===== config.mk =====
export PLATFORM = sky130hd
export DESIGN_NAME = mem_stage_lsu_flat
export DESIGN_NICKNAME = d
export VERILOG_FILES = /design/src/rtl/mem_stage_lsu_pkg.sv /design/src/rtl/mem_stage_lsu_if.sv /design/src/rtl/mem_stage_lsu_align.sv /design/src/rtl/mem_stage_lsu.sv /design/src/flat_wrapper.sv
export SDC_FILE = /design/constraint.sdc
export NUM_CORES = 1
export LEC_CHECK = 0
export BUFFER_PORTS_ARGS = -buffer_cell sky130_fd_sc_hd__buf_2
export CORE_MARGIN = 3
export CORE_UTILIZATION = 30
export CTS_CLUSTER_DIAMETER = 120
export DETAILED_ROUTE_END_ITERATION = 10
export GPL_ROUTABILITY_DRIVEN = 0
export SYNTH_ARGS = -nofsm -noshare
export SYNTH_HDL_FRONTEND = slang
export SYNTH_HIERARCHICAL = 1
export SYNTH_SLANG_ARGS = --single-unit

===== constraint.sdc =====
create_clock -name clk -period 3.85 [get_ports clk]
set_input_delay 0.385 -clock clk [delete_from_list [all_inputs] [get_ports clk]]
set_output_delay 0.385 -clock clk [all_outputs]
set_load 0.1 [all_outputs]

===== src/rtl/mem_stage_lsu_pkg.sv =====
// rtl/mem_stage_lsu_pkg.sv - shared encodings and types for the MEM-stage load/store unit
package mem_stage_lsu_pkg;

  // Load/store width and sign selection carried in funct3
  localparam logic [2:0] F3_B  = 3'b000;
  localparam logic [2:0] F3_H  = 3'b001;
  localparam logic [2:0] F3_W  = 3'b010;
  localparam logic [2:0] F3_BU = 3'b100;
  localparam logic [2:0] F3_HU = 3'b101;

  // Write-back source select
  localparam logic [1:0] RS_ALU = 2'b00;
  localparam logic [1:0] RS_MEM = 2'b01;
  localparam logic [1:0] RS_PC4 = 2'b10;
  localparam logic [1:0] RS_UJ  = 2'b11;

  typedef enum logic [1:0] {
    IDLE = 2'd0,
    REQ  = 2'd1,
    WAIT = 2'd2
  } lsu_state_t;

  // Contents of the MEM/WB pipeline register
  typedef struct packed {
    logic        regWrt;
    logic [1:0]  rsltSrc;
    logic [31:0] aluRslt;
    logic [31:0] rdData;
    logic [31:0] pc4;
    logic [31:0] ujWrtBck;
    logic [4:0]  rd;
    logic        excMisal;
    logic        excBus;
  } mem_wb_t;

  // An instruction touches data memory if it stores or writes back a load result
  function automatic logic is_mem_op(input logic memWrt, input logic [1:0] rsltSrc);
    return memWrt | (rsltSrc == RS_MEM);
  endfunction

endpackage


===== src/rtl/mem_stage_lsu_if.sv =====
// rtl/mem_stage_lsu_if.sv - req/gnt/rvalid data-memory bus
interface mem_stage_lsu_if;
  logic        dmReq;
  logic        dmWe;
  logic [31:0] dmAddr;
  logic [3:0]  dmBe;
  logic [31:0] dmWData;
  logic        dmGnt;
  logic        dmRValid;
  logic [31:0] dmRData;

  modport master (
    output dmReq, dmWe, dmAddr, dmBe, dmWData,
    input  dmGnt, dmRValid, dmRData
  );

  modport slave (
    input  dmReq, dmWe, dmAddr, dmBe, dmWData,
    output dmGnt, dmRValid, dmRData
  );
endinterface


===== src/rtl/mem_stage_lsu_align.sv =====
// rtl/mem_stage_lsu_align.sv - byte enables, store lane replication, access checks, load extension
module mem_stage_lsu_align
  import mem_stage_lsu_pkg::*;
(
  input  logic [2:0]  funct3_i,
  input  logic [1:0]  addr_lo_i,
  input  logic        is_store_i,
  input  logic [31:0] st_data_i,
  input  logic [31:0] ld_data_i,
  output logic [3:0]  be_o,
  output logic [31:0] wdata_o,
  output logic        misal_o,
  output logic        illegal_o,
  output logic [31:0] ld_ext_o
);

  logic [7:0]  byte_lane;
  logic [15:0] half_lane;

  // Pick the addressed byte and halfword out of the returned word
  always_comb begin
    byte_lane = ld_data_i[7:0];
    case (addr_lo_i)
      2'd0:    byte_lane = ld_data_i[7:0];
      2'd1:    byte_lane = ld_data_i[15:8];
      2'd2:    byte_lane = ld_data_i[23:16];
      default: byte_lane = ld_data_i[31:24];
    endcase
    half_lane = addr_lo_i[1] ? ld_data_i[31:16] : ld_data_i[15:0];
  end

  // Byte enables, replicated store data and access legality by width
  always_comb begin
    be_o      = 4'b0000;
    wdata_o   = st_data_i;
    misal_o   = 1'b0;
    illegal_o = 1'b0;
    case (funct3_i)
      F3_B, F3_BU: begin
        be_o      = 4'b0001 << addr_lo_i;
        wdata_o   = {4{st_data_i[7:0]}};
        illegal_o = is_store_i & (funct3_i == F3_BU);
      end
      F3_H, F3_HU: begin
        be_o      = addr_lo_i[1] ? 4'b1100 : 4'b0011;
        wdata_o   = {2{st_data_i[15:0]}};
        misal_o   = addr_lo_i[0];
        illegal_o = is_store_i & (funct3_i == F3_HU);
      end
      F3_W: begin
        be_o    = 4'b1111;
        misal_o = (addr_lo_i != 2'b00);
      end
      default: illegal_o = 1'b1;
    endcase
  end

  // Sign- or zero-extend the selected lane into a full register value
  always_comb begin
    ld_ext_o = 32'h0;
    case (funct3_i)
      F3_B:    ld_ext_o = {{24{byte_lane[7]}}, byte_lane};
      F3_BU:   ld_ext_o = {24'h0, byte_lane};
      F3_H:    ld_ext_o = {{16{half_lane[15]}}, half_lane};
      F3_HU:   ld_ext_o = {16'h0, half_lane};
      F3_W:    ld_ext_o = ld_data_i;
      default: ld_ext_o = 32'h0;
    endcase
  end

endmodule


===== src/rtl/mem_stage_lsu.sv =====
// rtl/mem_stage_lsu.sv - RV32I memory stage: load/store FSM, timeout and MEM/WB register
module mem_stage_lsu
  import mem_stage_lsu_pkg::*;
#(
  parameter  int TIMEOUT_CYCLES = 255,
  localparam int CNT_W          = $clog2(TIMEOUT_CYCLES + 1)
) (
  input  logic                  clk,
  input  logic                  rst,
  input  logic                  regWrtm,
  input  logic                  memWrtm,
  input  logic [1:0]            rsltSrcm,
  input  logic [2:0]            funct3m,
  input  logic [31:0]           aluRsltm,
  input  logic [31:0]           wrtDm,
  input  logic [31:0]           pc4m,
  input  logic [31:0]           ujWrtBckm,
  input  logic [4:0]            rdm,
  output logic                  stallM,
  mem_stage_lsu_if.master       dm,
  output logic                  regWrtw,
  output logic [1:0]            rsltSrcw,
  output logic [31:0]           aluRsltw,
  output logic [31:0]           rdDataw,
  output logic [31:0]           pc4w,
  output logic [31:0]           ujWrtBckw,
  output logic [4:0]            rdw,
  output logic                  excMisalw,
  output logic                  excBusw
);

  lsu_state_t       state_q, state_d;
  logic [CNT_W-1:0] cnt_q, cnt_d;
  mem_wb_t          wb_q, wb_d;

  logic        mem_op, fault, issue, at_limit;
  logic        req, stall, done, abort;
  logic [3:0]  be;
  logic [31:0] wdata, ld_ext;
  logic        misal, illegal;

  mem_stage_lsu_align u_align (
    .funct3_i   (funct3m),
    .addr_lo_i  (aluRsltm[1:0]),
    .is_store_i (memWrtm),
    .st_data_i  (wrtDm),
    .ld_data_i  (dm.dmRData),
    .be_o       (be),
    .wdata_o    (wdata),
    .misal_o    (misal),
    .illegal_o  (illegal),
    .ld_ext_o   (ld_ext)
  );

  assign mem_op   = is_mem_op(memWrtm, rsltSrcm);
  assign fault    = mem_op & (misal | illegal);
  assign issue    = mem_op & ~(misal | illegal);
  // The last permitted cycle in REQ/WAIT is the one where the count reaches TIMEOUT_CYCLES-1
  assign at_limit = (cnt_q == CNT_W'(TIMEOUT_CYCLES - 1));

  // FSM state register
  always_ff @(posedge clk) begin
    if (rst) state_q <= IDLE;
    else     state_q <= state_d;
  end

  // FSM next-state: issue from IDLE, wait for grant in REQ, wait for data in WAIT
  always_comb begin
    state_d = state_q;
    case (state_q)
      IDLE: if (issue && !done) state_d = dm.dmGnt ? WAIT : REQ;
      REQ: begin
        if (abort)         state_d = IDLE;
        else if (dm.dmGnt) state_d = memWrtm ? IDLE : WAIT;
      end
      WAIT: if (done || abort) state_d = IDLE;
      default: state_d = IDLE;
    endcase
  end

  // FSM outputs: request, completion, timeout abort and pipeline stall
  always_comb begin
    req   = 1'b0;
    stall = 1'b0;
    done  = 1'b0;
    abort = 1'b0;
    if (!rst) begin
      case (state_q)
        IDLE: if (issue) begin
          req   = 1'b1;
          done  = dm.dmGnt & (memWrtm | dm.dmRValid);
          stall = ~done;
        end
        REQ: begin
          if (at_limit) abort = 1'b1;
          else begin
            req   = 1'b1;
            done  = dm.dmGnt & memWrtm;
            stall = ~done;
          end
        end
        WAIT: begin
          if (dm.dmRValid)   done  = 1'b1;
          else if (at_limit) abort = 1'b1;
          else               stall = 1'b1;
        end
        default: ;
      endcase
    end
  end

  // Timeout counter next-state: zero in and on entry to IDLE, saturating count otherwise
  always_comb begin
    cnt_d = cnt_q;
    if (state_q == IDLE || state_d == IDLE)  cnt_d = '0;
    else if (cnt_q != CNT_W'(TIMEOUT_CYCLES)) cnt_d = cnt_q + CNT_W'(1);
  end

  // Timeout counter register
  always_ff @(posedge clk) begin
    if (rst) cnt_q <= '0;
    else     cnt_q <= cnt_d;
  end

  // MEM/WB next-state: bubble while stalled, bus-error bubble on abort, full capture otherwise
  always_comb begin
    wb_d = wb_q;
    if (abort) begin
      wb_d.regWrt   = 1'b0;
      wb_d.excMisal = 1'b0;
      wb_d.excBus   = 1'b1;
    end else if (stall) begin
      wb_d.regWrt   = 1'b0;
      wb_d.excMisal = 1'b0;
      wb_d.excBus   = 1'b0;
    end else begin
      wb_d.regWrt   = regWrtm & ~fault;
      wb_d.rsltSrc  = rsltSrcm;
      wb_d.aluRslt  = aluRsltm;
      wb_d.rdData   = (issue && !memWrtm) ? ld_ext : 32'h0;
      wb_d.pc4      = pc4m;
      wb_d.ujWrtBck = ujWrtBckm;
      wb_d.rd       = rdm;
      wb_d.excMisal = fault;
      wb_d.excBus   = 1'b0;
    end
  end

  // MEM/WB register
  always_ff @(posedge clk) begin
    if (rst) wb_q <= '0;
    else     wb_q <= wb_d;
  end

  // The bus is driven only while a request is presented so idle cycles stay quiet
  assign stallM     = stall;
  assign dm.dmReq   = req;
  assign dm.dmWe    = req & memWrtm;
  assign dm.dmAddr  = req ? {aluRsltm[31:2], 2'b00} : 32'h0;
  assign dm.dmBe    = req ? be : 4'b0000;
  assign dm.dmWData = req ? wdata : 32'h0;

  assign regWrtw   = wb_q.regWrt;
  assign rsltSrcw  = wb_q.rsltSrc;
  assign aluRsltw  = wb_q.aluRslt;
  assign rdDataw   = wb_q.rdData;
  assign pc4w      = wb_q.pc4;
  assign ujWrtBckw = wb_q.ujWrtBck;
  assign rdw       = wb_q.rd;
  assign excMisalw = wb_q.excMisal;
  assign excBusw   = wb_q.excBus;

endmodule


===== src/flat_wrapper.sv =====
// flat-port wrapper written by rule: the top's interface ports become plain ports
module mem_stage_lsu_flat import mem_stage_lsu_pkg::*;
#(
  parameter  int TIMEOUT_CYCLES = 255,
  localparam int CNT_W          = $clog2(TIMEOUT_CYCLES + 1)
)
  (clk, rst, regWrtm, memWrtm, rsltSrcm, funct3m, aluRsltm, wrtDm, pc4m, ujWrtBckm, rdm, stallM, regWrtw, rsltSrcw, aluRsltw, rdDataw, pc4w, ujWrtBckw, rdw, excMisalw, excBusw, dm_dmReq, dm_dmWe, dm_dmAddr, dm_dmBe, dm_dmWData, dm_dmGnt, dm_dmRValid, dm_dmRData);
  mem_stage_lsu_if dm_i ();
  input  logic clk;
  input  logic rst;
  input  logic regWrtm;
  input  logic memWrtm;
  input  logic [1:0] rsltSrcm;
  input  logic [2:0] funct3m;
  input  logic [31:0] aluRsltm;
  input  logic [31:0] wrtDm;
  input  logic [31:0] pc4m;
  input  logic [31:0] ujWrtBckm;
  input  logic [4:0] rdm;
  output logic stallM;
  output logic regWrtw;
  output logic [1:0] rsltSrcw;
  output logic [31:0] aluRsltw;
  output logic [31:0] rdDataw;
  output logic [31:0] pc4w;
  output logic [31:0] ujWrtBckw;
  output logic [4:0] rdw;
  output logic excMisalw;
  output logic excBusw;
  output wire logic [$bits(dm_i.dmReq)-1:0] dm_dmReq;
  output wire logic [$bits(dm_i.dmWe)-1:0] dm_dmWe;
  output wire logic [$bits(dm_i.dmAddr)-1:0] dm_dmAddr;
  output wire logic [$bits(dm_i.dmBe)-1:0] dm_dmBe;
  output wire logic [$bits(dm_i.dmWData)-1:0] dm_dmWData;
  input wire logic [$bits(dm_i.dmGnt)-1:0] dm_dmGnt;
  input wire logic [$bits(dm_i.dmRValid)-1:0] dm_dmRValid;
  input wire logic [$bits(dm_i.dmRData)-1:0] dm_dmRData;
  assign dm_dmReq = dm_i.dmReq;
  assign dm_dmWe = dm_i.dmWe;
  assign dm_dmAddr = dm_i.dmAddr;
  assign dm_dmBe = dm_i.dmBe;
  assign dm_dmWData = dm_i.dmWData;
  assign dm_i.dmGnt = dm_dmGnt;
  assign dm_i.dmRValid = dm_dmRValid;
  assign dm_i.dmRData = dm_dmRData;
  mem_stage_lsu #(.TIMEOUT_CYCLES(TIMEOUT_CYCLES)) u_core (.clk(clk), .rst(rst), .regWrtm(regWrtm), .memWrtm(memWrtm), .rsltSrcm(rsltSrcm), .funct3m(funct3m), .aluRsltm(aluRsltm), .wrtDm(wrtDm), .pc4m(pc4m), .ujWrtBckm(ujWrtBckm), .rdm(rdm), .stallM(stallM), .dm(dm_i), .regWrtw(regWrtw), .rsltSrcw(rsltSrcw), .aluRsltw(aluRsltw), .rdDataw(rdDataw), .pc4w(pc4w), .ujWrtBckw(ujWrtBckw), .rdw(rdw), .excMisalw(excMisalw), .excBusw(excBusw));
endmodule

After elaboration in Yosys (flattened, before gate mapping)
Index checks and enable logic that the tools add are counted.
W data, S select, Z words.
{"block": "op_classes", "mux": 38, "n_addsub": 1, "n_shift": 1, "n_bitwise": 17, "n_eq_ne": 11, "n_reduce_logical": 16}
{"op": "$pmux W32 S5", "n": 1}
{"op": "$mux W32", "n": 3}
{"op": "$pmux W32 S2", "n": 1}
{"op": "$pmux W8 S3", "n": 1}
{"op": "$mux W16", "n": 1}
{"op": "$mux W1", "n": 15}
{"op": "$mux W2", "n": 6}
{"op": "$pmux W4 S3", "n": 1}
{"op": "$pmux W1 S3", "n": 3}
{"op": "$add A8 B1 Y8 const B", "n": 1}
{"op": "$and A1 B1 Y1", "n": 8}
{"op": "$eq A8 B8 Y1 const B", "n": 1}
{"op": "$mux W4", "n": 2}
{"op": "$ne A8 B8 Y1 const B", "n": 1}
{"op": "$eq A2 B1 Y1 const B", "n": 3}
{"op": "$eq A3 B3 Y1 const B", "n": 2}
{"op": "$logic_not A2 Y1", "n": 3}
{"op": "$not A1 Y1", "n": 6}
{"op": "$pmux W1 S2", "n": 3}
{"op": "$pmux W2 S3", "n": 1}
{"op": "$reduce_or A2 Y1", "n": 3}
{"op": "$eq A2 B2 Y1 const B", "n": 2}
{"op": "$shl A1 B2 Y4 const A", "n": 1}
{"op": "$eq A3 B1 Y1 const B", "n": 1}
{"op": "other kinds (9)", "n": 14}
{"block": "word_totals", "reg_bits": 148, "output_inout_bits": 209}

Longest topological paths before layout
Gate-level depths: netlist (run 1).
{"block": "logic_depth", "word_depth": 16, "ltp_mapped": 12, "mapped_depth_nobuf": 9}

Hierarchy
Netlist (run 1), hierarchy kept.
{"module": "mem_stage_lsu", "area_per_inst_um2": 6383.6, "seq_area_each_um2": 2962.8, "cells_per_inst": 677, "n_inst": 1}
{"module": "mem_stage_lsu_align", "area_per_inst_um2": 1411.4, "seq_area_each_um2": 0.0, "cells_per_inst": 187, "n_inst": 1}

Least setup slack after synthesis (run 1)
No wires, ideal clock.
{"block": "synth_path", "path_type": "input to output", "start": "input funct3m[0]", "end": "output dm_dmWData[22]", "required_ns": 3.465, "cell_stages": 9, "n_path_buf": 3, "slack_ns": -0.129, "arrival_ns": 3.594, "cell_sequence": "buf_6 nor2_2 buf_2 nor2_1 nor3b_1 o21ai_0 a21oi_1 clkbuf_1 and2_1"}
{"block": "synth_via", "elab_chain_cells": 10, "elab_cells_between_ends": 19, "classes_between": "4 x eq/ne; 7 x mux; 5 x bitwise; 3 x reduce/logical"}
{"element": "start: declaration", "line_no": "flat_wrapper.sv:14", "rtl": "input logic [2:0] funct3m;"}
{"element": "$eq A3 B3 Y1, or another cell as far along", "line_no": "mem_stage_lsu_align.sv:38, mem_stage_lsu_align.sv:48"}
{"element": "$and A1 B1 Y1, or another cell as far along", "line_no": "mem_stage_lsu_align.sv:48", "rtl": "illegal_o = is_store_i & (funct3_i == F3_HU);"}
{"element": "$pmux W1 S3 (*)", "line_no": "mem_stage_lsu_align.sv:38", "rtl": "case (funct3_i)"}
{"element": "net u_core.illegal", "line_no": "mem_stage_lsu.sv:40", "rtl": "logic misal, illegal;"}
{"element": "$or A1 B1 Y1 (*)", "line_no": "mem_stage_lsu.sv:57", "rtl": "assign issue = mem_op & ~(misal | illegal);"}
{"element": "$not A1 Y1 (*)", "line_no": "mem_stage_lsu.sv:57"}
{"element": "$and A1 B1 Y1 (*)", "line_no": "mem_stage_lsu.sv:57"}
{"element": "$mux W1 (*)", "line_no": "mem_stage_lsu.sv:89", "rtl": "IDLE: if (issue) begin"}
{"element": "$pmux W1 S2 (*)", "line_no": "mem_stage_lsu.sv:88", "rtl": "case (state_q)"}
{"element": "$mux W1 (*)", "line_no": "mem_stage_lsu.sv:87", "rtl": "if (!rst) begin"}
{"element": "net dm_dmReq", "line_no": "flat_wrapper.sv:30", "rtl": "output wire logic [$bits(dm_i.dmReq)-1:0] dm_dmReq;"}
{"element": "$mux W32 (*)", "line_no": "mem_stage_lsu.sv:161", "rtl": "assign dm.dmWData = req ? wdata : 32'h0;"}
{"element": "end: declaration", "line_no": "flat_wrapper.sv:34", "rtl": "output wire logic [$bits(dm_i.dmWData)-1:0] dm_dmWData;"}
The timed path passes the listed nets; every way through them passes the cells marked *.

Worst setup path in the final report (run 1)
{"block": "layout_path", "start": "register u_core.state_q[1]", "end": "output dm_dmWData[11]"}
{"block": "layout_via", "elab_chain_cells": 4, "elab_cells_between_ends": 5, "classes_between": "1 x eq/ne; 3 x mux; 1 x reduce/logical"}
{"element": "start: declaration", "line_no": "mem_stage_lsu.sv:32", "rtl": "lsu_state_t state_q, state_d;"}
{"element": "start signal: assignment", "line_no": "mem_stage_lsu.sv:64", "rtl": "else state_q <= state_d;"}
{"element": "$eq A2 B1 Y1 / $logic_not A2 Y1 (equally long branches)", "line_no": "mem_stage_lsu.sv:88"}
{"element": "$pmux W1 S2 (*)", "line_no": "mem_stage_lsu.sv:88"}
{"element": "$mux W1 (*)", "line_no": "mem_stage_lsu.sv:87"}
{"element": "$mux W32 (*)", "line_no": "mem_stage_lsu.sv:161"}
Every way passes the cells marked *; elsewhere a longest branch is shown, timed or not.

==> key figures, run 1 <==
Timing
  – RSZ-0062 raised after global routing: false
  – Setup violations, final: 0
  – Final setup skew: 0.0199 ns
  – Final hold viol count: 0
  – Hold WS: 0.185 ns
  – Fin crit period: 3.24 ns
  – Worst slew margin: 35.9%
  – Top achievable clock speed: 0.309 GHz
  – Slew Viols, Final: 0
  – Tcrit/Tclk final: 84.1%
  – Least-Margin Pin Slew: 0.961 ns
  – Setup TNS: 0 ns

Clock network
  – TritonCTS Buffers: 17
  – # H-tree levels: 4
  – Worst-path clk slew: 0.08 ns
  – Clock buffer depth: 2
  – Clk sinks: 148
  – Clk root buf: clkbuf_16
  – Post-CTS setup buffer count: 0
  – CTS tree: yes
  – CTS Hold Bufs: 0
  – Clk_lat worst skew: 0.42 ns
  – Cts repair resizes: 0

Routing
  – Final ANT Viol Nets: 0
  – Routed wire length: 27.0 mm
  – Drt pass-1 iters: 6
  – Initial DRC Count: 444
  – Vias: 7,702
  – Vias/cell: 5.04
  – Routed wire per std cell: 17.7 microns
  – # DRC: 0

Pwr
  – Worst VDD drop: 0.331 mV
  – Power, Total: 6140 uW
  – Pwr dens: 540 mW/mm^2
  – Leak Pwr: 0.00531 uW

Global route
  – Total gr overflow: 0
  – Initial antenna violation count: 2
  – Number of global-route vias before repair: 7,697
  – Gr usage total: 18.5%
  – First-pass GRT wire length: 42.5 mm
  – Largest net degree at the start of global routing: 105

Synth
  – Post-synth EDFFs: 0
  – Post-synthesis sequential area ratio: 38.0%
  – Mean Syn Cell Area: 9.02 sq um
  – Cell Area, Synth: 0.00779 sq mm
  – Count of cell types in the netlist: 55
  – Top_reg_cell synth: dfxtp_1
  – Async SR Flop Fraction: 0%
  – Yosys warning count: 6
  – Seq cells post-synth: 148
  – Cells after synthesis: 864

Setup path
  – Reg2Reg Capture Point: u_core/ujWrtBckw[3]
  – Crit start category: flip-flop
  – CP Capture Point: dm_dmWData[11]
  – Critical-path top delay cell: buf_4
  – Worst endpoint data arrival time: 2.85 ns
  – Crit path required time: 3.46 ns
  – Crit path max fanout: 68
  – Worst r2r src: u_core/state_q[0]
  – Origin of the worst setup path: u_core/state_q[1]
  – Crit-path cells: inv_1, ha_1, nor3b_1, o21ai_0, a21oi_4, buf_4, and2_1, buf_12
  – R2R depth: 8
  – Crit. path cell count: 8
  – Worst R2R Setup Slack: 1.05 ns
  – WS Path Type: reg2out
  – Buf+Inv Stages, Crit Path: 3
  – Worst path max stage delay: 0.47 ns
  – CP top delay family: buffers and inverters
  – Crit path capture type: output pin

Worst hold path
  – Worst Hold Class: in2reg

Layout
  – Layout fillers: 2,453
  – NumNets Final: 1,366
  – Most frequent cells in the layout: buf_2 (313), dfxtp_1 (148), nor2b_1 (108)
  – Area Growth Syn to Fin: 46.1%
  – Share of layout cells above drive strength 1: 40.7%
  – Most common cell after layout, fill and taps aside: buf_2
  – N_diodes: 0
  – Fin area: 0.0114 sq mm

Floorplan
  – Ports: 385
  – Placeable core area: 0.0253 sq mm
  – Row cnt: 58
  – Die area: 0.0280 sq mm
  – Initial core utilization: 30.8%
  – Die W: 167 microns
  – Die height: 167 microns

Placed design
  – DP Area: 0.0108 sq mm
  – PortBufs: 382
  – Post-detail-place hpwl: 19.6 mm

Run
  – Number of max-cap violations: 0

Status
  – Outcome: finished clean
-- power by group --
part           leakage [uW]  internal [uW]  switching, uW
Clock              0.000285            869            791
Combinational       0.00381            639           2070
Sequential          0.00122           1700           69.1
-- layout make-up --
class                      instances  area, sq um  area share, %
multi-input combinational        613         4330           38.0
inverter                           8         30.0          0.264
clock inverter                    15          161           1.42
clock buffer                      17          425           3.74
tap                              330          413           3.63
sequential                       148         2960           26.0
timing repair buffer             396         3070           26.9
-- cell families (layout without fill, tap and decap cells) --
group,after synthesis,in the layout,share of synthesized area [%]
fa+ha+maj,6,6,0.963
other cells,1,2,0.0481
mux,52,52,7.29
buf+inv,104,436,6.89
flops,148,148,38.0
simple gates,286,286,21.6
xor+xnor,5,5,0.562
compound gates,262,262,24.6
-- worst min-delay path by stage --
stage / cells past startpoint / start / slack (ns) / end
4_1_cts: 2 / ujWrtBckm[11] / 0.16 / u_core/ujWrtBckw[11]
5_1_grt: 2 / ujWrtBckm[24] / 0.16 / u_core/ujWrtBckw[24]
2_1_floorplan: 1 / pc4m[27] / 0.53 / u_core/pc4w[27]
3_3_place_gp: 2 / u_core/rdDataw[19] / 0.46 / u_core/rdDataw[19]
6_report: 2 / rdm[3] / 0.18 / u_core/rdw[3]
3_5_place_dp: 2 / u_core/rdDataw[19] / 0.46 / u_core/rdDataw[19]
-- flip-flops by register name, indices dropped and copies added (netlist names) --
| register | count |
|---|---|
| u_core/cnt_q | 8 |
| u_core/pc4w | 32 |
| u_core/regWrtw | 1 |
| u_core/excMisalw | 1 |
| u_core/rsltSrcw | 2 |
| u_core/excBusw | 1 |
| u_core/state_q | 2 |
| u_core/ujWrtBckw | 32 |
| u_core/rdw | 5 |
| u_core/rdDataw | 32 |
| u_core/aluRsltw | 32 |
-- synthesized netlist by cell type (all sizes together) (2+ instances only) --
master	n	area share, %
dfxtp	148	38
nor2b	108	8.7
o22a	103	12
and2	67	5.4
o21ai	59	3.8
buf	48	4.2
clkbuf	48	2.3
a21oi	45	2.9
mux2	35	5.1
nand4	33	2.6
nand2	31	1.5
nand3	20	1.3
o211ai	20	2.6
mux2i	17	2.2
nor2	9	0.50
o22ai	9	0.72
a22oi	8	0.95
inv	8	0.39
ha	6	0.96
and3	4	0.32
nand2b	4	0.32
nor3b	3	0.35
o2111ai	3	0.42
or2	3	0.24
xnor2	3	0.34
nand4b	2	0.22
o311ai	2	0.22
o31a	2	0.22
o31ai	2	0.19
xor2	2	0.22
-- routing by layer --
layer | global-route usage (%) | vias up | wire length, microns
li1 | - | 3749 | -
met1 | 22.5 | 3605 | 10900
met4 | 4.16 | 2 | 312
met2 | 32.4 | 329 | 13300
met5 | 0 | - | 13
met3 | 5.76 | 17 | 2460
-- stage by stage --
step                      worst slack [ns]  util [%]  instances
after floorplan                      0.347         -        865
after global placement               0.863      42.6       1495
after detailed placement             0.855      42.6       1495
after CTS                            0.565      45.0       1527
after global routing                 0.397      45.0       1527
final                                0.612      45.0       1527
(Power assumes the default switching activity.)
==> inputs of run 2 (changes only) <==
==> constraint.sdc (replaced) <==
create_clock -name clk -period 2.87 [get_ports clk]
set_input_delay 0.287 -clock clk [delete_from_list [all_inputs] [get_ports clk]]
set_output_delay 0.287 -clock clk [all_outputs]
set_load 0.1 [all_outputs]
==> run 2 against run 1 <==
  * Register-to-register slack worse by 0.70 ns
  * Combinational power is 38% higher
  * Core utilization is 1.1 points higher
  * Clock skew is 0.0038 ns lower
  * Die area stayed put
  * Setup slack worse by 0.49 ns
  * Count of clock-buffer cells in the layout is 1 higher
  * Sequential power is 34% higher
  * Sequential cell count stayed put
  * Clock power is 38% higher
  * Critical endpoint is now dm_dmBe[0]
==> key figures, run 2 (same netlist as run 1, synthesis figures left out) <==
Status
  – Outcome: finished clean (unchanged)

Pwr
  – Leak Pwr: 0.00546 uW (was 0.00531 uW)
  – Pwr dens: 720 mW/mm^2 (was 540 mW/mm^2)
  – Worst VDD drop: 0.637 mV (was 0.331 mV)

Run
  – Number of max-cap violations: 0 (unchanged)

Routing
  – Vias: 7,781 (was 7,702)
  – Initial DRC Count: 402 (was 444)
  – Routed wire length: 28.1 mm (was 27.0 mm)
  – # DRC: 0 (unchanged)
  – Vias/cell: 5.06 (was 5.04)
  – Drt pass-1 iters: 5 (was 6)
  – Routed wire per std cell: 18.2 microns (was 17.7 microns)
  – Final ANT Viol Nets: 0 (unchanged)

Layout
  – NumNets Final: 1,377 (was 1,366)
  – Area Growth Syn to Fin: 49.7% (was 46.1%)
  – Most frequent cells in the layout: buf_2 (313), dfxtp_1 (148), nor2b_1 (108) (unchanged)
  – Most common cell after layout, fill and taps aside: buf_2 (unchanged)
  – Register Area: 0.00296 sq mm (unchanged)
  – Layout fillers: 2,420 (was 2,453)
  – Multi-input logic area: 0.00443 sq mm (was 0.00433 sq mm)
  – Share of layout cells above drive strength 1: 46.9% (was 40.7%)

Setup path
  – Critical-path top delay cell: dfxtp_1 (was buf_4)
  – WS Path Type: reg2out (unchanged)
  – Crit-path cells: inv_1, ha_2, nor3b_4, o21ai_1, a21oi_4, buf_12, buf_6, and2_2, buf_12 (was inv_1, ha_1, nor3b_1, o21ai_0, a21oi_4, buf_4, and2_1, buf_12)
  – Worst endpoint data arrival time: 2.46 ns (was 2.85 ns)
  – CP top delay family: buffers and inverters (unchanged)
  – Crit start category: flip-flop (unchanged)
  – Crit path required time: 2.58 ns (was 3.46 ns)
  – Crit path capture type: output pin (unchanged)
  – Buf+Inv Stages, Crit Path: 4 (was 3)
  – Most used cell, CP: buf_12
  – Crit path max fanout: 17 (was 68)
  – Worst path max stage delay: 0.36 ns (was 0.47 ns)

Floorplan
  – Initial core utilization: 30.8% (unchanged)
  – Die height: 167 microns (unchanged)
  – Die area: 0.0280 sq mm (unchanged)
  – Placeable core area: 0.0253 sq mm (unchanged)
  – Row cnt: 58 (unchanged)
  – Die W: 167 microns (unchanged)
  – Ports: 385 (unchanged)

Worst hold path
  – Worst Hold Class: in2reg (unchanged)

Global route
  – Gr usage total: 18.6% (was 18.5%)
  – Number of global-route vias before repair: 7,582 (was 7,697)
  – Total gr overflow: 0 (unchanged)
  – Initial antenna violation count: 1 (was 2)
  – Largest net degree at the start of global routing: 75 (was 105)
  – First-pass GRT wire length: 42.3 mm (was 42.5 mm)

Placed design
  – Setup WS pre-CTS: 0.240 ns (was 0.855 ns)
  – PortBufs: 382 (unchanged)
  – Post-detail-place hpwl: 20.2 mm (was 19.6 mm)

Timing
  – Final setup skew: 0.0161 ns (was 0.0199 ns)
  – Slew Viols, Final: 0 (unchanged)
  – Least-Margin Pin Slew: 0.793 ns (was 0.961 ns)
  – Worst slew margin: 47.1% (was 35.9%)
  – Tcrit/Tclk final: 95.6%
  – Top achievable clock speed: 0.365 GHz
  – Setup TNS: 0 ns (unchanged)
  – RSZ-0062 raised after global routing: false (unchanged)
  – Final hold viol count: 0 (unchanged)
  – Setup violations, final: 0 (unchanged)
  – Worst setup margin: 0.127 ns (was 0.612 ns)
  – Hold WS: 0.0882 ns (was 0.185 ns)
  – Fin crit period: 2.74 ns

Clock network
  – Worst-path clk slew: 0.07 ns (was 0.08 ns)
  – Clk sinks: 148 (unchanged)
  – CTS tree: yes (unchanged)
  – Clk root buf: clkbuf_16 (unchanged)
  – # H-tree levels: 4 (unchanged)
  – Clock buffer depth: 2 (unchanged)
  – TritonCTS Buffers: 17 (unchanged)
  – CTS Hold Bufs: 0 (unchanged)
  – Clk_lat worst skew: 0.42 ns (about the same)
run 2: worst reg2reg max path, delay by kind of cell, from the launching register on:
kind	cells	cell delay, ns
adders and majority gates	1	0.24
DFF	1	0.41
buffers and inverters	3	0.65
and+or+nand+nor	1	0.16
AOI/OAI and AO/OA	3	1.01
run 2: final cells by class:
type                    count  area share, %
repair buffers            407           27.7
diodes                      1         0.0214
multi-input cells         613           37.9
clock buffers              18           3.76
inverters                   8          0.257
well taps                 330           3.54
clock inverters            14           1.38
flip-flops and latches    148           25.4
run 2: per-stage QoR:
stage / total power, uW / util, % / std cells / cell area [sq um]
after global placement: 6110 / 43.3 / 1502 / 11000
after CTS: 8440 / 45.7 / 1534 / 11600
final: 8410 / 46.1 / 1539 / 11700
after detailed placement: 6120 / 43.3 / 1502 / 11000
after global routing: 8720 / 46.1 / 1538 / 11700
after floorplan: 5270 / - / 865 / 7890
run 2: worst paths after layout:
check	from	endpoint	slack (ns)	cells past startpoint
setup reg to reg	u_core/state_q[0]	u_core/pc4w[21]	0.35	8
setup / recovery	u_core/state_q[1]	dm_dmBe[0]	0.13	9
hold reg to reg	u_core/rdDataw[2]	u_core/rdDataw[2]	0.47	2
hold / removal	ujWrtBckm[23]	u_core/ujWrtBckw[23]	0.09	2
run 2: metal layers:
layer / GRT usage (%) / part of all wire (%) / vias up
li1: - / - / 3772
met1: 22.1 / 41 / 3625
met2: 32.5 / 48 / 353
met3: 5.95 / 9.0 / 29
met4: 4.84 / 1.5 / 2
met5: 0 / 0.046 / -
run 2: timing repair:
item | 4_1_cts | 5_1_grt
gates cloned | 0 | 3
setup buffers | 0 | 1
pin swaps | 0 | 1
setup endpoints to repair | 40 | 67
gates resized for setup | 1 | 3
run 2: power by group:
part / total (uW) / switching, uW / internal [uW]
registers: 2380 / 98.6 / 2280
clock network: 2290 / 1020 / 1270
logic: 3730 / 2810 / 921
==> inputs of run 3 (changes only) <==
--- a/config.mk
+++ b/config.mk
@@ -6,11 +6,12 @@
 export NUM_CORES = 1
 export LEC_CHECK = 0
 export BUFFER_PORTS_ARGS = -buffer_cell sky130_fd_sc_hd__buf_2
-export CORE_MARGIN = 3
-export CORE_UTILIZATION = 30
+export CORE_AREA = 3 3 149 151
 export CTS_CLUSTER_DIAMETER = 120
 export DETAILED_ROUTE_END_ITERATION = 10
+export DIE_AREA = 0 0 152 154
 export GPL_ROUTABILITY_DRIVEN = 0
+export PLACE_DENSITY = 0.69
 export SYNTH_ARGS = -nofsm -noshare
 export SYNTH_HDL_FRONTEND = slang
 export SYNTH_HIERARCHICAL = 1
==> run 3 against run 2 <==
  * Sequential share of layout area is 0.49 points higher
  * Sequential cell count is the same
  * Clock skew shrank 0.00065 ns
  * Register-to-register slack gained 0.04 ns
  * Critical endpoint is now dm_dmAddr[26]
  * Highest routed layer unchanged
  * Setup slack worse by 0.0040 ns
  * Die area decreased by 16%
  * Non-clock buffer count fell by 9
  * Cell count fell by 4.0%
  * Clock power fell by 2%
  * Cell area is 1.9% lower
==> key figures, run 3 (same netlist as run 1, synthesis figures left out) <==
Routing
  – Routed wire per std cell: 17.8 microns (was 18.2 microns)
  – Vias: 7,798 (was 7,781)
  – Final ANT Viol Nets: 0 (unchanged)
  – Drt pass-1 iters: 5 (unchanged)
  – # DRC: 0 (unchanged)
  – Routed wire length: 26.3 mm (was 28.1 mm)
  – Initial DRC Count: 442 (was 402)
  – Vias/cell: 5.28 (was 5.06)

Global route
  – First-pass GRT wire length: 41.0 mm (was 42.3 mm)
  – Total gr overflow: 0 (unchanged)
  – Number of global-route vias before repair: 7,657 (was 7,582)
  – Largest net degree at the start of global routing: 103 (was 75)
  – Gr usage total: 21.1% (was 18.6%)
  – Initial antenna violation count: 6 (was 1)

Pwr
  – Worst VDD drop: 0.560 mV (was 0.637 mV)
  – Pwr dens: 724 mW/mm^2 (was 720 mW/mm^2)
  – Power, Total: 8290 uW (was 8410 uW)
  – Leak Pwr: 0.00539 uW (was 0.00546 uW)

Placed design
  – PortBufs: 382 (unchanged)
  – DP Area: 0.0108 sq mm (was 0.0110 sq mm)
  – Post-detail-place hpwl: 18.9 mm (was 20.2 mm)

Timing
  – Slew Viols, Final: 0 (unchanged)
  – Setup violations, final: 0 (unchanged)
  – Setup TNS: 0 ns (unchanged)
  – Final setup skew: 0.0155 ns (was 0.0161 ns)
  – Top achievable clock speed: 0.364 GHz (was 0.365 GHz)
  – Least-Margin Pin Slew: 0.781 ns (was 0.793 ns)
  – Fin crit period: 2.75 ns (was 2.74 ns)
  – Final hold viol count: 0 (unchanged)
  – Tcrit/Tclk final: 95.7% (was 95.6%)
  – Worst slew margin: 47.9% (was 47.1%)

Status
  – Outcome: finished clean (unchanged)

Clock network
  – Clock buffer depth: 2 (unchanged)
  – # H-tree levels: 4 (unchanged)
  – Worst-path clk slew: 0.07 ns (about the same)
  – Clk root buf: clkbuf_16 (unchanged)
  – Clk sinks: 148 (unchanged)
  – CTS tree: yes (unchanged)
  – Post-CTS setup buffer count: 0 (unchanged)
  – CTS Hold Bufs: 0 (unchanged)
  – TritonCTS Buffers: 17 (unchanged)
  – Clk_lat worst skew: 0.42 ns (about the same)

Setup path
  – WS Path Type: reg2out (unchanged)
  – Origin of the worst setup path: u_core/state_q[0] (was u_core/state_q[1])
  – Crit path max fanout: 68 (was 17)
  – Reg2Reg Capture Point: u_core/ujWrtBckw[6] (was u_core/pc4w[21])
  – Worst R2R Setup Slack: 0.39 ns (was 0.35 ns)
  – R2R depth: 8 (unchanged)
  – Crit path capture type: output pin (unchanged)
  – Crit start category: flip-flop (unchanged)
  – CP Capture Point: dm_dmAddr[26] (was dm_dmBe[0])
  – Crit path required time: 2.58 ns (about the same)
  – Worst r2r src: u_core/state_q[1] (was u_core/state_q[0])
  – Worst endpoint data arrival time: 2.46 ns (about the same)

Floorplan
  – Initial core utilization: 37.2% (was 30.8%)
  – Ports: 385 (unchanged)
  – Die area: 0.0234 sq mm (was 0.0280 sq mm)
  – Row cnt: 53 (was 58)
  – Die height: 154 microns (was 167 microns)
  – Die W: 152 microns (was 167 microns)
  – Placeable core area: 0.0210 sq mm (was 0.0253 sq mm)

Layout
  – Most common cell after layout, fill and taps aside: buf_2 (unchanged)
  – Fin area: 0.0114 sq mm (was 0.0117 sq mm)
  – Share of layout cells above drive strength 1: 46.5% (was 46.9%)
  – NumNets Final: 1,368 (was 1,377)
  – Layout fillers: 1,891 (was 2,420)
  – Area Growth Syn to Fin: 46.9% (was 49.7%)
  – Most frequent cells in the layout: buf_2 (313), dfxtp_1 (148), nor2b_1 (108) (unchanged)

Run
  – Number of max-cap violations: 0 (unchanged)

Worst hold path
  – Worst Hold Class: in2reg (unchanged)
## run 3: cell types whose count changed in the layout (fill, tap and decap cells not counted), sizes merged
cell | before | now
buf | 405 | 398
clkbuf | 20 | 17
clkinv | 3 | 4
clkinvlp | 0 | 1
diode | 1 | 3
inv | 18 | 17
## run 3: metrics by stage
| step | util (%) | cells | setup WS [ns] | hold WS, ns |
|---|---|---|---|---|
| after detailed placement | 51.7 | 1442 | 0.124 | 0.462 |
| after floorplan | - | 865 | 0.0114 | 0.428 |
| final | 54.6 | 1477 | 0.123 | 0.0854 |
| after global routing | 54.6 | 1477 | -0.0262 | 0.0728 |
| after global placement | 51.7 | 1442 | 0.172 | 0.458 |
| after CTS | 54.6 | 1474 | 0.0876 | 0.0698 |
## run 3: per-layer routing
layer,track usage [%],part of all wire [%]
met2,35.8,49
met4,7.62,2.4
met3,6.53,8.5
met1,25.3,40
met5,0,0.18
## run 3: worst min-delay path by stage
stage	start	to	slack, ns	cells after the start
after floorplan	pc4m[27]	u_core/pc4w[27]	0.43	1
after global placement	u_core/rdDataw[5]	u_core/rdDataw[5]	0.46	2
after detailed placement	u_core/rdDataw[22]	u_core/rdDataw[22]	0.46	2
after CTS	pc4m[5]	u_core/pc4w[5]	0.07	2
after global routing	rdm[3]	u_core/rdw[3]	0.07	2
final	pc4m[5]	u_core/pc4w[5]	0.09	2
## run 3: where the power goes
group,internal [uW],switching (uW),total (uW)
registers,2280,95.3,2380
clock network,1240,1010,2250
logic,879,2780,3660
## run 3: worst max-delay path, cell delays in order, from the launching register on
cell and delay [ns]:
dfxtp_1 0.35, inv_1 0.13, ha_2 0.25, nor3b_2 0.23, o21ai_0 0.19, a21oi_4 0.20
buf_12 0.24, and2_2 0.23, buf_12 0.18
## run 3: repair_timing
action	in CTS	in global routing
pin swaps	0	0
setup endpoints to repair	6	67
gates resized for setup	1	1
## run 3: layout make-up
cell class | count | area, sq um | area share [%]
multi-input combinational | 613 | 4420 | 38.6
antenna | 3 | 7.51 | 0.0656
clock buffer | 17 | 425 | 3.72
timing repair buffer | 398 | 3090 | 27.0
inverter | 8 | 30.0 | 0.262
clock inverter | 15 | 166 | 1.45
sequential | 148 | 2960 | 25.9
tap | 275 | 344 | 3.01
